--- config.mk ---
export PLATFORM = sky130hd
export DESIGN_NAME = icache_refill_flat
export DESIGN_NICKNAME = d
export VERILOG_FILES = /design/src/rtl/icache_refill_if.sv /design/src/rtl/icache_refill.sv /design/src/flat_wrapper.sv
export SDC_FILE = /design/constraint.sdc
export NUM_CORES = 1
export LEC_CHECK = 0
export CORE_MARGIN = 1
export CORE_UTILIZATION = 43
export CTS_CLUSTER_DIAMETER = 150
export CTS_CLUSTER_SIZE = 20
export DETAILED_ROUTE_END_ITERATION = 6
export PLACE_DENSITY = 0.77
export SLEW_MARGIN = 20
export SYNTH_ARGS = -nofsm -noshare
export SYNTH_HDL_FRONTEND = slang
export SYNTH_SLANG_ARGS = --single-unit
--- constraint.sdc ---
create_clock -name sys_clk -period 2.6 [get_ports sys_clk]
set_input_delay 0.52 -clock sys_clk [delete_from_list [all_inputs] [get_ports sys_clk]]
set_output_delay 0.52 -clock sys_clk [all_outputs]
set_load 0.01 [all_outputs]
--- src/rtl/icache_refill_if.sv ---
// L1 request/response and memory-bus read signals of the instruction-cache refill engine.
// The refill engine uses the slave modport; the L1/memory side uses the master modport.
interface icache_refill_if;
  logic         l1_mmu_req_read;
  logic [31:0]  l1_mmu_req_addr;
  logic         req_is_mmio;
  logic         mmu_l1_done;
  logic [255:0] mmu_l1_read_data;
  logic         mem_req;
  logic [31:0]  mem_addr;
  logic         mem_ack;
  logic [31:0]  mem_rdata;
  logic         bus_err;

  modport slave (
    input  l1_mmu_req_read,
    input  l1_mmu_req_addr,
    input  req_is_mmio,
    output mmu_l1_done,
    output mmu_l1_read_data,
    output mem_req,
    output mem_addr,
    input  mem_ack,
    input  mem_rdata,
    output bus_err
  );

  modport master (
    output l1_mmu_req_read,
    output l1_mmu_req_addr,
    output req_is_mmio,
    input  mmu_l1_done,
    input  mmu_l1_read_data,
    input  mem_req,
    input  mem_addr,
    output mem_ack,
    output mem_rdata,
    input  bus_err
  );
endinterface

--- src/rtl/icache_refill.sv ---
// Instruction-cache line refill engine: 8-beat line fills or single-word MMIO reads,
// with stale-request detection and a per-beat acknowledge timeout.
module icache_refill #(
  parameter int unsigned ACK_TIMEOUT = 1023
) (
  input  logic            sys_clk,
  input  logic            rst,
  icache_refill_if.slave  bus_io
);

  localparam int unsigned WaitW = $clog2(ACK_TIMEOUT + 1);

  typedef enum logic [2:0] {StIdle, StBurst, StDone, StHold, StDrain} state_e;

  state_e             state_q, state_d;
  logic [31:0]        base_q, base_d;
  logic               mmio_q, mmio_d;
  logic [2:0]         beat_q, beat_d;
  logic [WaitW-1:0]   wait_q, wait_d;
  logic               stale_q, stale_d;
  logic [255:0]       data_q, data_d;
  logic               stale_now;
  logic               last_beat;

  function automatic logic [31:0] line_base(input logic [31:0] addr, input logic mmio);
    return mmio ? (addr & 32'hFFFF_FFFC) : (addr & 32'hFFFF_FFE0);
  endfunction

  // Request withdrawn or moved to another line: finish the burst but drop the result.
  assign stale_now = !bus_io.l1_mmu_req_read ||
                     (line_base(bus_io.l1_mmu_req_addr, mmio_q) != base_q);
  assign last_beat = mmio_q ? (beat_q == 3'd0) : (beat_q == 3'd7);

  always_comb begin
    state_d = state_q;
    base_d  = base_q;
    mmio_d  = mmio_q;
    beat_d  = beat_q;
    wait_d  = wait_q;
    stale_d = stale_q;
    data_d  = data_q;
    unique case (state_q)
      StIdle: begin
        if (bus_io.l1_mmu_req_read) begin
          base_d  = line_base(bus_io.l1_mmu_req_addr, bus_io.req_is_mmio);
          mmio_d  = bus_io.req_is_mmio;
          beat_d  = 3'd0;
          wait_d  = '0;
          stale_d = 1'b0;
          state_d = StBurst;
        end
      end
      StBurst: begin
        stale_d = stale_q | stale_now;
        if (bus_io.mem_ack) begin
          if (mmio_q) begin
            data_d = {224'd0, bus_io.mem_rdata};
          end else begin
            data_d[{beat_q, 5'd0} +: 32] = bus_io.mem_rdata;
          end
          beat_d = beat_q + 3'd1;
          wait_d = '0;
          if (last_beat) begin
            state_d = stale_d ? StIdle : StDone;
          end
        end else if (wait_q == WaitW'(ACK_TIMEOUT - 1)) begin
          wait_d  = '0;
          state_d = StDrain;
        end else begin
          wait_d = wait_q + WaitW'(1);
        end
      end
      StDone:  state_d = StHold;
      StHold:  state_d = StIdle;
      StDrain: state_d = StIdle;
      default: state_d = StIdle;
    endcase
  end

  always_ff @(posedge sys_clk) begin
    if (rst) begin
      state_q <= StIdle;
      base_q  <= '0;
      mmio_q  <= 1'b0;
      beat_q  <= '0;
      wait_q  <= '0;
      stale_q <= 1'b0;
      data_q  <= '0;
    end else begin
      state_q <= state_d;
      base_q  <= base_d;
      mmio_q  <= mmio_d;
      beat_q  <= beat_d;
      wait_q  <= wait_d;
      stale_q <= stale_d;
      data_q  <= data_d;
    end
  end

  assign bus_io.mem_req          = (state_q == StBurst);
  assign bus_io.mem_addr         = bus_io.mem_req ? (base_q + {27'd0, beat_q, 2'b00}) : 32'd0;
  assign bus_io.mmu_l1_done      = (state_q == StDone);
  assign bus_io.bus_err          = (state_q == StDrain);
  assign bus_io.mmu_l1_read_data = data_q;

endmodule

--- src/flat_wrapper.sv ---
// flat-port wrapper written by rule: the top's interface ports become plain ports
module icache_refill_flat 
#(
  parameter int unsigned ACK_TIMEOUT = 1023
)
  (sys_clk, rst, bus_io_l1_mmu_req_read, bus_io_l1_mmu_req_addr, bus_io_req_is_mmio, bus_io_mmu_l1_done, bus_io_mmu_l1_read_data, bus_io_mem_req, bus_io_mem_addr, bus_io_mem_ack, bus_io_mem_rdata, bus_io_bus_err);
  icache_refill_if bus_io_i ();
  input  logic sys_clk;
  input  logic rst;
  input wire logic [$bits(bus_io_i.l1_mmu_req_read)-1:0] bus_io_l1_mmu_req_read;
  input wire logic [$bits(bus_io_i.l1_mmu_req_addr)-1:0] bus_io_l1_mmu_req_addr;
  input wire logic [$bits(bus_io_i.req_is_mmio)-1:0] bus_io_req_is_mmio;
  output wire logic [$bits(bus_io_i.mmu_l1_done)-1:0] bus_io_mmu_l1_done;
  output wire logic [$bits(bus_io_i.mmu_l1_read_data)-1:0] bus_io_mmu_l1_read_data;
  output wire logic [$bits(bus_io_i.mem_req)-1:0] bus_io_mem_req;
  output wire logic [$bits(bus_io_i.mem_addr)-1:0] bus_io_mem_addr;
  input wire logic [$bits(bus_io_i.mem_ack)-1:0] bus_io_mem_ack;
  input wire logic [$bits(bus_io_i.mem_rdata)-1:0] bus_io_mem_rdata;
  output wire logic [$bits(bus_io_i.bus_err)-1:0] bus_io_bus_err;
  assign bus_io_i.l1_mmu_req_read = bus_io_l1_mmu_req_read;
  assign bus_io_i.l1_mmu_req_addr = bus_io_l1_mmu_req_addr;
  assign bus_io_i.req_is_mmio = bus_io_req_is_mmio;
  assign bus_io_mmu_l1_done = bus_io_i.mmu_l1_done;
  assign bus_io_mmu_l1_read_data = bus_io_i.mmu_l1_read_data;
  assign bus_io_mem_req = bus_io_i.mem_req;
  assign bus_io_mem_addr = bus_io_i.mem_addr;
  assign bus_io_i.mem_ack = bus_io_mem_ack;
  assign bus_io_i.mem_rdata = bus_io_mem_rdata;
  assign bus_io_bus_err = bus_io_i.bus_err;
  icache_refill #(.ACK_TIMEOUT(ACK_TIMEOUT)) u_core (.sys_clk(sys_clk), .rst(rst), .bus_io(bus_io_i));
endmodule
==> results.toml <==
[worst_setup_path]
path_buf_inv = 4
crit_type = "reg -> out"
crit_fanout = 5
slowest_delay_ns = 0.38
endpoint_kind = "primary output"
worst_ep_arrival_time_ns = 2.55
cp_slowest_cell = "fa_2"
startpoint_type = "flip-flop"
crit_required_ns = 2.08
worst_path_dominant_cell_family = "adder cells"
crit_chain = "ha_4, inv_2, fa_2, nor2b_4, o2111ai_4, buf_6, buf_4, nor4_4, xnor2_1, nor2_1, buf_2"

[pwr]
seq_power_share_pct = 54.9
pwr-share-clk_pct = 33.9
leakage_nw = 6.30
p_int_mw = 6.43
swShare_pct = 25.8
comb_power_share_pct = 11.1
power_switching_mw = 2.24
ir_drop_mv = 0.588
p_per_area_nw_per_um2 = 496

[die]
die_area_sq_um = 29000
die_y_um = 170
rows = 61
core_area_sq_um = 27800
initial_utilization_pct = 43.8
io_pins = 360
die_x_um = 170

[run]
drv_cap = 0

[cells_and_area]
fill_cells = 2347
fin_area_sq_um = 17500
stdcell_count = 2125
syn2layout_area_growth_pct = 43.6
final_util_pct = 62.8
fin_nets = 1825
drive_gt1_share_pct = 13.5

[clocking]
cts_hold_buf = 0
cts_buffer_depth = 3
clockRootBuffer = "clkbuf_16"
cts.sinks = 304
htreeDepth = 1
clkTransAtPathRegs_ns = 0.08
clk_latency_ns = 0.53
tritoncts = "built"
cts_made_buffers = 19

[timing]
timing.fmax_ghz = 0.326
rsz0062_at_grt = "true"
setup_viol = 26
finClkSkew_ns = 0.0201
slew_viol_final = 0
finalCritPeriodShare_pct = 118
maxSlewHeadroom_pct = 53.5
fin_ws_ns = -0.467
hold_violations = 0
worst_pin_slew_ns = 0.695
fin_setup_tns_ns = -7.91
period_needed_ns = 3.07

[logic_synthesis]
synth_seq_cells = 304
synth_most_common_cell = "dfxtp_1"
synth_enable_flop_cells = 0
ys_warn_count = 0
ys_types = 57
yosys.area.top_type_share_pct = 50.1
synth_async_sr_flop_share_pct = 0
ys_top_cells_by_count = "dfxtp_1 (304), nor2_1 (277), a22oi_1 (226), nand2_1 (143), a21oi_1 (76)"
syn_avg_cell_area_sq_um = 8.68
synth.area.top_cells = "dfxtp_1 (50%), a22oi_1 (14%), nor2_1 (8.6%), nand2_1 (4.4%), a21oi_1 (3.1%)"
yosysSeqAreaShare_pct = 50.1
synth_top_area_cell = "dfxtp_1"
synth_cells = 1400
syn_area_sq_um = 12200
ys.flop_type = "dfxtp_1"

[run_status]
failed_checks = "negative setup slack"
status = "complete, but fails checks"

[routing]
drc = 0
dr_total_vias = 11910
firstDrtPassIters = 5
wirelength_um = 44100
drtIter0Drc = 916
postRouteAntennaNets = 0
wl_per_cell_um = 20.8
via_per_inst = 5.60

[place]
place_area_sq_um = 16400
io_buffers = 355
gp_congestion = 0.909
dpl_worst_slack_ns = -0.422
hpwl_um = 28100
dpl.cell_count = 2073

[global_routing]
grt_max_degree = 84
grt_usage_pct = 29.1
met1_usage_pct = 36.9
busiest_layer = "met2"
grt_pass1_vias = 11260
grt_use_met3_pct = 6.79
grt_overflow = 0
use_met2_pct = 48.2
antenna_found_initial = 1
grt_pass1_wl_um = 65300

[worst_hold_path]
hp-class = "in -> reg"
-- logic make-up after synthesis --
logic type / Yosys count / synth area share, %
and+or+nand+nor: 517 / 18.3
AOI/OAI and AO/OA: 356 / 20.5
DFF: 304 / 50.1
buffers and inverters: 159 / 6.20
xor gates and xnor gates: 51 / 3.67
adders and majority gates: 10 / 1.09
muxes: 2 / 0.165
other: 1 / 0.0308
-- flip-flops by register name, summed over array words and instances (netlist names) --
name	count
u_core.stale_q	1
u_core.mmio_q	1
u_core.beat_q	3
u_core.state_q	3
u_core.wait_q	10
u_core.base_q	30
u_core.bus_io.mmu_l1_read_data	256
-- layout by cell type, fill, tap and decap left out, types with 10 or more instances in the layout --
cell type,n
xnor2_1,33
clkbuf_16,19
buf_4,76
nor2_1,271
nand4_1,10
a2bb2oi_1,12
inv_1,13
a21oi_1,74
nand2_1,143
o21ai_4,10
nand3_1,12
buf_12,17
clkdlybuf4s50_1,324
buf_6,16
dfxtp_1,299
buf_2,27
xor2_1,16
a22oi_1,225
-- power groups by stage --
stage                     sequential [mW]  clock [mW]  combinational, mW
after detailed placement             4.86           0              0.890
after global placement               4.86           0              0.879
after floorplan                      4.88           0              0.462
final                                4.76        2.94              0.966
after global routing                 4.77        3.14               1.03
after CTS                            4.76        2.98              0.932
-- path summary, 6_finish.rpt --
path,startpoint,to,slack (ns),cells past startpoint
min reg2reg,u_core.bus_io.mmu_l1_read_data[19],u_core.bus_io.mmu_l1_read_data[19],0.46,2
max,u_core.beat_q[0],bus_io_mem_addr[20],-0.47,11
min,rst,u_core.bus_io.mmu_l1_read_data[65],0.40,2
max reg2reg,u_core.beat_q[0],u_core.bus_io.mmu_l1_read_data[140],0.09,12
-- per-layer routing --
metal / part of all wire, % / wire [um]
met1: 41 / 18300
met2: 47 / 20900
met4: 3.1 / 1360
met5: 0 / 0
met3: 8.2 / 3610
-- final cells by class --
| class | count | area [sq um] | share of cell area (%) |
|---|---|---|---|
| sequential | 304 | 6090 | 34.9 |
| multi-input combinational | 942 | 5830 | 33.4 |
| timing repair buffer | 464 | 4510 | 25.8 |
| clock buffer | 19 | 475 | 2.72 |
| tap | 378 | 473 | 2.71 |
| inverter | 15 | 58.8 | 0.337 |
| clock inverter | 2 | 25.0 | 0.143 |
| antenna | 1 | 2.50 | 0.0143 |
-- stage by stage --
step                hold WS [ns]  power (mW)
floorplan                  0.458        5.34
global placement           0.441        5.74
detailed placement         0.447        5.75
finish                     0.398        8.66
global route               0.400        8.93
CTS                        0.380        8.67
-- repair_timing --
item	4_1_cts	5_1_grt
buffers inserted	15	10
gates resized for setup	182	23
gates cloned	4	2
pin swaps	38	23
setup endpoints to repair	120	240
hold endpoints to repair	0	0
-- worst register-to-register path, stage by stage (launching register included) --
cell     delay (ns)
dfxtp_2        0.36
buf_4          0.10
buf_4          0.12
inv_1          0.09
ha_4           0.18
ha_4           0.16
or2_4          0.28
or3_4          0.43
nor3_4         0.16
buf_4          0.18
buf_12         0.17
a22oi_1        0.11
nor2_1         0.12
(Power assumes the default switching activity.)
